<file path="src/rtl/uart_tx_arb_if.sv">
// Handshake bundle between packet sources, the arbiter and the uart transmitter.
// The slave modport is the arbiter's view; master is the environment's view.
interface uart_tx_arb_if #(
    parameter int unsigned N_REQ  = 4,
    parameter int unsigned N_DATA = 8
);
    logic [N_REQ*N_DATA-1:0] req_data;
    logic [N_REQ-1:0]        req_last;
    logic [N_REQ-1:0]        req_valid;
    logic [N_REQ-1:0]        req_ready;
    logic [N_DATA-1:0]       tx_data;
    logic                    tx_valid;
    logic                    tx_ready;

    modport master (
        output req_data, req_last, req_valid, tx_ready,
        input  req_ready, tx_data, tx_valid
    );

    modport slave (
        input  req_data, req_last, req_valid, tx_ready,
        output req_ready, tx_data, tx_valid
    );
endinterface

</file>
<file path="src/rtl/uart_tx_arb.sv">
// Round-robin packet arbiter feeding one uart transmitter, with optional source-ID
// header byte and a stall timeout that abandons a packet whose source goes quiet.
module uart_tx_arb #(
    parameter int unsigned       N_REQ   = 4,
    parameter int unsigned       N_DATA  = 8,
    parameter bit                HAS_HDR = 1'b1,
    parameter logic [N_DATA-1:0] HDR_TAG = 8'hA0,
    parameter int unsigned       TIMEOUT = 1000
) (
    input  logic             clk,
    input  logic             rst,
    uart_tx_arb_if.slave     bus,
    output logic [N_REQ-1:0] grant,
    output logic             abort
);
    localparam int unsigned SelW = (N_REQ > 1) ? $clog2(N_REQ) : 1;
    localparam int unsigned CntW = (TIMEOUT > 1) ? $clog2(TIMEOUT + 1) : 1;
    localparam logic [N_DATA-1:0] SelMask = N_DATA'((1 << SelW) - 1);

    typedef enum logic [1:0] {StIdle, StHdr, StData} state_e;

    state_e            state_q, state_d;
    logic [SelW-1:0]   sel_q, sel_d;
    logic [SelW-1:0]   last_sel_q, last_sel_d;
    logic [CntW-1:0]   cnt_q, cnt_d;

    logic [N_REQ-1:0]  req_ready;
    logic [N_DATA-1:0] tx_data;
    logic              tx_valid;
    logic              cur_valid;
    logic              cur_last;
    logic [N_DATA-1:0] cur_data;
    logic              found;
    int unsigned       idx;

    assign cur_valid     = bus.req_valid[sel_q];
    assign cur_last      = bus.req_last[sel_q];
    assign cur_data      = bus.req_data[sel_q*N_DATA +: N_DATA];
    assign bus.req_ready = req_ready;
    assign bus.tx_data   = tx_data;
    assign bus.tx_valid  = tx_valid;

    always_comb begin
        state_d    = state_q;
        sel_d      = sel_q;
        last_sel_d = last_sel_q;
        cnt_d      = '0;
        abort      = 1'b0;
        grant      = '0;
        req_ready  = '0;
        tx_data    = '0;
        tx_valid   = 1'b0;
        found      = 1'b0;
        idx        = 0;
        unique case (state_q)
            StIdle: begin
                // Search starts just after the previous owner so it is considered last.
                for (int unsigned i = 1; i <= N_REQ; i++) begin
                    idx = (32'(last_sel_q) + i) % N_REQ;
                    if (!found && bus.req_valid[idx]) begin
                        found = 1'b1;
                        sel_d = SelW'(idx);
                    end
                end
                if (found) begin
                    state_d = HAS_HDR ? StHdr : StData;
                end
            end
            StHdr: begin
                grant[sel_q] = 1'b1;
                tx_valid     = 1'b1;
                tx_data      = (HDR_TAG & ~SelMask) | N_DATA'(sel_q);
                if (bus.tx_ready) begin
                    state_d = StData;
                end
            end
            StData: begin
                grant[sel_q]     = 1'b1;
                tx_data          = cur_data;
                tx_valid         = cur_valid;
                req_ready[sel_q] = bus.tx_ready;
                if (cur_valid) begin
                    if (bus.tx_ready && cur_last) begin
                        state_d    = StIdle;
                        last_sel_d = sel_q;
                    end
                end else if (TIMEOUT != 0 && cnt_q == CntW'(TIMEOUT - 1)) begin
                    abort      = 1'b1;
                    state_d    = StIdle;
                    last_sel_d = sel_q;
                end else begin
                    cnt_d = cnt_q + 1'b1;
                end
            end
            default: state_d = StIdle;
        endcase
    end

    always_ff @(posedge clk or negedge rst) begin
        if (!rst) begin
            state_q    <= StIdle;
            sel_q      <= '0;
            last_sel_q <= SelW'(N_REQ - 1);
            cnt_q      <= '0;
        end else begin
            state_q    <= state_d;
            sel_q      <= sel_d;
            last_sel_q <= last_sel_d;
            cnt_q      <= cnt_d;
        end
    end
endmodule

</file>
<file path="src/flat_wrapper.sv">
// flat-port wrapper written by rule: the top's interface ports become plain ports
module uart_tx_arb_flat 
#(
    parameter int unsigned       N_REQ   = 4,
    parameter int unsigned       N_DATA  = 8,
    parameter bit                HAS_HDR = 1'b1,
    parameter logic [N_DATA-1:0] HDR_TAG = 8'hA0,
    parameter int unsigned       TIMEOUT = 1000
)
  (clk, rst, grant, abort, bus_req_data, bus_req_last, bus_req_valid, bus_tx_ready, bus_req_ready, bus_tx_data, bus_tx_valid);
  uart_tx_arb_if #(.N_REQ(N_REQ), .N_DATA(N_DATA)) bus_i ();
  input  logic clk;
  input  logic rst;
  output logic [N_REQ-1:0] grant;
  output logic abort;
  input wire logic [$bits(bus_i.req_data)-1:0] bus_req_data;
  input wire logic [$bits(bus_i.req_last)-1:0] bus_req_last;
  input wire logic [$bits(bus_i.req_valid)-1:0] bus_req_valid;
  input wire logic [$bits(bus_i.tx_ready)-1:0] bus_tx_ready;
  output wire logic [$bits(bus_i.req_ready)-1:0] bus_req_ready;
  output wire logic [$bits(bus_i.tx_data)-1:0] bus_tx_data;
  output wire logic [$bits(bus_i.tx_valid)-1:0] bus_tx_valid;
  assign bus_i.req_data = bus_req_data;
  assign bus_i.req_last = bus_req_last;
  assign bus_i.req_valid = bus_req_valid;
  assign bus_i.tx_ready = bus_tx_ready;
  assign bus_req_ready = bus_i.req_ready;
  assign bus_tx_data = bus_i.tx_data;
  assign bus_tx_valid = bus_i.tx_valid;
  uart_tx_arb #(.N_REQ(N_REQ), .N_DATA(N_DATA), .HAS_HDR(HAS_HDR), .HDR_TAG(HDR_TAG), .TIMEOUT(TIMEOUT)) u_core (.clk(clk), .rst(rst), .bus(bus_i), .grant(grant), .abort(abort));
endmodule
</file>
<file path="config.mk">
export PLATFORM = sky130hd
export DESIGN_NAME = uart_tx_arb_flat
export DESIGN_NICKNAME = d
export VERILOG_FILES = /design/src/rtl/uart_tx_arb_if.sv /design/src/rtl/uart_tx_arb.sv /design/src/flat_wrapper.sv
export SDC_FILE = /design/constraint.sdc
export NUM_CORES = 1
export LEC_CHECK = 0
export ABC_CLOCK_PERIOD_IN_PS = 3000
export BUFFER_PORTS_ARGS = -buffer_cell sky130_fd_sc_hd__buf_2
export CAP_MARGIN = 20
export CORE_ASPECT_RATIO = 1.25
export CORE_MARGIN = 3
export CORE_UTILIZATION = 30
export CTS_BUF_LIST = sky130_fd_sc_hd__clkbuf_16
export CTS_CLUSTER_SIZE = 24
export DETAILED_ROUTE_END_ITERATION = 12
export GPL_TIMING_DRIVEN = 0
export PLACE_DENSITY = 0.59
export SKIP_LAST_GASP = 1
export SYNTH_ARGS = -nofsm -noshare
export SYNTH_HDL_FRONTEND = slang
export SYNTH_SLANG_ARGS = --single-unit
</file>
<file path="constraint.sdc">
create_clock -name clk -period 3 [get_ports clk]
set_clock_uncertainty 0.1 [all_clocks]
set_input_delay 0.6 -clock clk [delete_from_list [all_inputs] [get_ports clk]]
set_output_delay 0.6 -clock clk [all_outputs]
set_load 0.1 [all_outputs]
</file>
==> results of run 1 <==
[metal layers]
layer,part of all wire,routed length [um],track usage,vias to the layer above
li1,-,-,-,647
met1,0.39,1390,0.143,595
met2,0.48,1690,0.236,55
met3,0.11,406,0.0352,9
met4,0.016,56,0.0446,0
met5,0,0,0,-
[synthesized netlist by cell type, drive strengths merged (2+ instances only)]
library cell   n
mux2           4
nor2          13
buf            4
nor3b          3
dfstp          2
o21ai          3
a22oi          3
nand2         10
mux4           9
ha             6
nand3          4
dfrtp         14
o211ai         2
xnor2          6
o221ai         2
and3b          2
clkbuf         5
and3           5
mux2i          4
nor3           5
a21oi          2
inv            8
xor2           3
nand2b         5
nor2b          5
nor4           2
o22ai          4
[logic make-up (layout without fill, tap and decap cells)]
family | Yosys count | in the layout | synth area share
simple gates | 58 | 58 | 0.224
compound gates | 20 | 20 | 0.105
mux | 17 | 17 | 0.212
buf+inv | 17 | 80 | 0.0592
flops | 16 | 16 | 0.289
xor+xnor | 9 | 9 | 0.0566
fa+ha+maj | 6 | 6 | 0.0539
[power breakdown]
group          switching [mW]  total [mW]  internal (mW)
clock                  0.0783       0.255          0.176
combinational            1.02        1.49          0.470
sequential             0.0492       0.320          0.271
total                    1.15        2.06          0.918
[flip-flops by register name (all words and copies together) (netlist names)]
| register | count |
|---|---|
| u_core.cnt_q | 10 |
| u_core.state_q | 2 |
| u_core.last_sel_q | 2 |
| u_core.sel_q | 2 |
[area by class of cell]
type | count | area (um2) | share of cell area
Tap cell | 58 | 72.6 | 0.0380
Multi-Input combinational cell | 110 | 970 | 0.507
Inverter | 8 | 30.0 | 0.0157
Buffer | 9 | 55.1 | 0.0288
Sequential cell | 16 | 403 | 0.211
Clock buffer | 3 | 75.1 | 0.0393
Clock inverter | 1 | 3.75 | 0.00196
Timing Repair Buffer | 59 | 303 | 0.158
[stage by stage]
step,power (mW),hold WS (ns)
final,2.06,0.157
after global routing,2.19,0.179
after CTS,2.09,0.163
after floorplan,1.57,0.204
after detailed placement,1.82,0.353
after global placement,1.80,0.351
[how the worst max path moves through the flow]
stage,start,endpoint,slack (ns),cells after the start
after floorplan,bus_req_valid[0],abort,-0.74,4
after global placement,u_core.state_q[0],bus_req_ready[1],0.17,6
after detailed placement,u_core.state_q[0],bus_req_ready[1],0.12,6
after CTS,u_core.sel_q[1],grant[3],0.03,4
after global routing,u_core.state_q[0],bus_req_ready[3],0.02,6
final,u_core.state_q[0],bus_req_ready[3],0.19,6
==> impl_metrics.env, run 1 <==
export IMPL_synth_seq_cells=16
export IMPL_power_density_nw_per_um2=1080
export IMPL_grt_max_degree=17
export IMPL_start_util=0.313
export IMPL_ys_seq_area_frac=0.289
export IMPL_ff2ff_path_depth=5
export IMPL_yosys_area_top_type="dfrtp_1"
export IMPL_layout_common_cells="buf_2 (56), dfrtp_1 (14), nor2_1 (12)"
export IMPL_final_common_cell="buf_2"
export IMPL_dpl_cell_area_um2=1820
export IMPL_hpwlAfterDp_mm=2.85
export IMPL_layout_nets=256
export IMPL_fin_util=0.429
export IMPL_grt_pass1_wl_mm=5.45
export IMPL_wl_per_cell_um=13.4
export IMPL_fin_crit_sh=0.938
export IMPL_drtAntennaViolNets=0
export IMPL_hold_path_class="input pin to async pin"
export IMPL_antenna_found_initial=0
export IMPL_first_iter_violations=35
export IMPL_power_leakage_nw=0.884
export IMPL_grt_overflow_total=0
export IMPL_final_area_um2=1910
export IMPL_die_w_um=67.0
export IMPL_clock_sinks=16
export IMPL_hold_violations=0
export IMPL_cts_buffers=3
export IMPL_reg2reg_to="u_core.state_q[0]"
export IMPL_post_cts_buffers=0
export IMPL_synth_area_leaders="dfrtp_1 (25%), mux4_2 (11%), ha_1 (5.4%), dfstp_2 (3.8%), mux4_1 (3.8%)"
export IMPL_drive_above_1_share=0.451
export IMPL_synth_distinct_cells=40
export IMPL_die_h_um=82.2
export IMPL_cp_top_family="buffers and inverters"
export IMPL_critPathBufInv=3
export IMPL_post_cts_resized=4
export IMPL_status="completed"
export IMPL_synthesis_area_um2=1390
export IMPL_synth_flop_cell="dfrtp_1"
export IMPL_endpoint_kind="output port"
export IMPL_setup_viol=0
export IMPL_firstDrtPassIters=2
export IMPL_synth_edf_count=0
export IMPL_path_cells="inv_1, ha_1, clkbuf_2, nand2_1, nor2_2, buf_2"
export IMPL_period_needed_ns=2.81
export IMPL_syn_nets=192
export IMPL_cts_root_buf="clkbuf_16"
export IMPL_cts_htree_levels=1
export IMPL_netlist_area_leader_share=0.251
export IMPL_fmax_mhz=355
export IMPL_worstSetupPathType="flip-flop to output port"
export IMPL_syn_inst=143
export IMPL_rsz0062_at_grt="false"
export IMPL_r2r_start="u_core.sel_q[0]"
export IMPL_rows=27
export IMPL_ctsHoldBuffers=0
export IMPL_slowest_stage="buf_2"
export IMPL_fin_cells=264
export IMPL_finalWeightedCongestion=0.795
export IMPL_postRouteWirelength_mm=3.54
export IMPL_crit_fanout=10
export IMPL_clk_pin_slew_ns=0.05
export IMPL_drc=0
export IMPL_io_pins=61
export IMPL_final_max_slew_viol_count=0
export IMPL_ir_worst_vdd_mv=0.343
export IMPL_via_per_inst=4.95
export IMPL_setup_tns_ns=0
export IMPL_synth_avg_cell_area_um2=9.75
export IMPL_critPathRequiredTime_ns=2.30
export IMPL_clockBufferDepth=2
export IMPL_slowest_delay_ns=0.42
export IMPL_grt_pass1_vias=1216
export IMPL_pre_cts_ws_ns=0.121
export IMPL_worst_slack_ns=0.186
export IMPL_area_growth_syn_to_layout_pct=37.2
export IMPL_r2r_slack_ns=1.05
export IMPL_port_buffers=59
export IMPL_arrival_ns=2.11
export IMPL_timing_slew_headroom=0.621
export IMPL_fill_cells=449
export IMPL_die_area_um2=5510
export IMPL_cts_tree="built"
export IMPL_async_reset_ff_frac=1.00
export IMPL_startpoint_type="flip-flop"
export IMPL_dp_cells=260
export IMPL_tightestPinTransition_ns=0.568
export IMPL_drv_cap=0
export IMPL_clk_latency_ns=0.24
export IMPL_ys_warn_count=0
export IMPL_antenna_cells=0
export IMPL_num_vias=1306
export IMPL_grt_usage=0.129
export IMPL_coreArea_um2=4460
(Power assumes the default switching activity.)
==> inputs of run 2 (changes only) <==
--- a/config.mk
+++ b/config.mk
@@ -9,7 +9,7 @@
 export BUFFER_PORTS_ARGS = -buffer_cell sky130_fd_sc_hd__buf_2
 export CAP_MARGIN = 20
 export CORE_ASPECT_RATIO = 1.25
-export CORE_MARGIN = 3
+export CORE_MARGIN = 10
 export CORE_UTILIZATION = 30
 export CTS_BUF_LIST = sky130_fd_sc_hd__clkbuf_16
 export CTS_CLUSTER_SIZE = 24
==> constraint.sdc (replaced) <==
create_clock -name clk -period 3 [get_ports clk]
set_clock_uncertainty 0.1 [all_clocks]
set_input_delay 0.6 -clock clk [delete_from_list [all_inputs] [get_ports clk]]
set_output_delay 0.6 -clock clk [all_outputs]
set_load 0.02 [all_outputs]
==> run 2 against run 1 <==
Maximum frequency increased by 4.8%. Critical path depth unchanged. Setup slack improved by 0.13 ns. Final cell count unchanged. Sequential power about the same. Clock power about the same. Die area increased by 41%. Largest cell class unchanged.
==> impl_metrics.env, run 2 (same netlist as run 1, synthesis figures left out) <==
export IMPL_cts_tree="built"
export IMPL_layout_common_cells="buf_2 (59), dfrtp_1 (14), nor2_1 (13)"
export IMPL_combinationalPowerShare=0.617
export IMPL_drv_cap=0
export IMPL_setup_viol=0
export IMPL_endpoint_kind="output port"
export IMPL_crit_fanout=10
export IMPL_port_buffers=59
export IMPL_worstSetupPathType="flip-flop to output port"
export IMPL_coreArea_um2=4460
export IMPL_switchingPower_mw=0.615
export IMPL_drtAntennaViolNets=0
export IMPL_die_h_um=96.2
export IMPL_clk_pin_slew_ns=0.05
export IMPL_post_cts_buffers=0
export IMPL_wl_per_cell_um=14.3
export IMPL_cts_htree_levels=1
export IMPL_rsz0062_at_grt="false"
export IMPL_fill_cells=450
export IMPL_pwr_share_seq=0.213
export IMPL_area_growth_syn_to_layout_pct=32.0
export IMPL_grt_pass1_wl_mm=6.12
export IMPL_arrival_ns=1.99
export IMPL_ir_worst_vdd_mv=0.390
export IMPL_ff2ff_path_depth=5
export IMPL_switching_share=0.410
export IMPL_fmax_mhz=372
export IMPL_grt_overflow_total=0
export IMPL_critPathRequiredTime_ns=2.30
export IMPL_power_leakage_nw=0.857
export IMPL_antenna_cells=0
export IMPL_die_w_um=81.0
export IMPL_layout_nets=256
export IMPL_die_area_um2=7790
export IMPL_antenna_found_initial=0
export IMPL_start_util=0.313
export IMPL_grt_usage=0.0964
export IMPL_timing_slew_headroom=0.645
export IMPL_ctsHoldBuffers=0
export IMPL_clkPwrFrac=0.170
export IMPL_hold_path_class="input pin to async pin"
export IMPL_io_pins=61
export IMPL_final_max_slew_viol_count=0
export IMPL_clock_sinks=16
export IMPL_finalPower_mw=1.50
export IMPL_grt_pass1_vias=1301
export IMPL_tightestPinTransition_ns=0.533
export IMPL_period_needed_ns=2.69
export IMPL_hold_violations=0
export IMPL_regMostFlops="u_core.cnt_q"
export IMPL_cts_root_buf="clkbuf_16"
export IMPL_num_vias=1302
export IMPL_firstDrtPassIters=5
export IMPL_via_per_inst=4.93
export IMPL_power_density_nw_per_um2=815
export IMPL_first_iter_violations=42
export IMPL_setup_tns_ns=0
export IMPL_rows=27
export IMPL_fin_crit_sh=0.895
export IMPL_cts_buffers=3
export IMPL_post_cts_resized=0
export IMPL_intPower_mw=0.884
export IMPL_clk_latency_ns=0.25
export IMPL_status="completed"
export IMPL_clockBufferDepth=2
export IMPL_drc=0
export IMPL_finalWeightedCongestion=0.807
export IMPL_holdWs_ns=0.158
export IMPL_startpoint_type="flip-flop"
export IMPL_drive_above_1_share=0.388
export IMPL_postRouteWirelength_mm=3.79
export IMPL_grt_max_degree=17
export IMPL_hpwlAfterDp_mm=3.17
export IMPL_final_common_cell="buf_2"
export IMPL_largest_register_ffs=10
## run 2: cell types whose count changed in the layout (fill, tap and decap cells not counted), moves of 2 or more
cell	previous run	this run
nor3b_4	2	0
clkbuf_2	2	0
clkbuf_1	3	5
buf_2	56	59
nor3b_1	0	3
nor2b_1	1	5
nor2b_2	4	0
buf_4	4	1
## run 2: per-layer routing
layer  wire length (um)  global-route usage
met5                  0                   0
met2               1730               0.164
met4                 22              0.0246
met1               1560               0.109
met3                477              0.0401
## run 2: path summary, 6_finish.rpt
| check | start | end | slack (ns) |
|---|---|---|---|
| max in group asynchronous | rst | u_core.last_sel_q[1] | 2.34 |
| worst max register to register | u_core.sel_q[0] | u_core.state_q[0] | 1.03 |
| min in group clk | u_core.cnt_q[0] | u_core.cnt_q[0] | 0.35 |
| worst min-delay path | rst | u_core.sel_q[0] | 0.16 |
| worst min register to register | u_core.cnt_q[0] | u_core.cnt_q[0] | 0.35 |
| worst max-delay path | u_core.state_q[0] | bus_req_ready[1] | 0.31 |
## run 2: power by group through the flow
stage	Sequential [mW]	Clock, mW	Combinational [mW]
floorplan	0.312	0	0.709
global placement	0.324	0	0.934
detailed placement	0.324	0	0.942
CTS	0.321	0.266	0.945
global route	0.331	0.274	1.03
finish	0.319	0.256	0.925
## run 2: area by class of cell
cell class | instances | area, um2 | share of cell area
inverters | 8 | 30.0 | 0.0163
repair buffers | 59 | 295 | 0.160
well taps | 58 | 72.6 | 0.0394
multi-input cells | 110 | 908 | 0.494
clock inverters | 1 | 3.75 | 0.00204
clock buffers | 3 | 75.1 | 0.0408
plain buffers | 9 | 52.6 | 0.0286
flip-flops and latches | 16 | 403 | 0.219
## run 2: worst max-delay path: stages (launching register included)
cell and delay, ns:
dfrtp_1 0.40, inv_1 0.12, ha_1 0.27, clkbuf_1 0.35
nand2_1 0.19, nor3b_1 0.21, buf_2 0.19
## run 2: per-stage QoR
stage / setup WS [ns] / std cells / util / area, um2
after floorplan: 0.268 / 143 / - / 1390
after global placement: 0.378 / 260 / 0.395 / 1760
after detailed placement: 0.400 / 260 / 0.395 / 1760
after global routing: 0.113 / 264 / 0.413 / 1840
final: 0.314 / 264 / 0.413 / 1840
after CTS: 0.255 / 264 / 0.413 / 1840
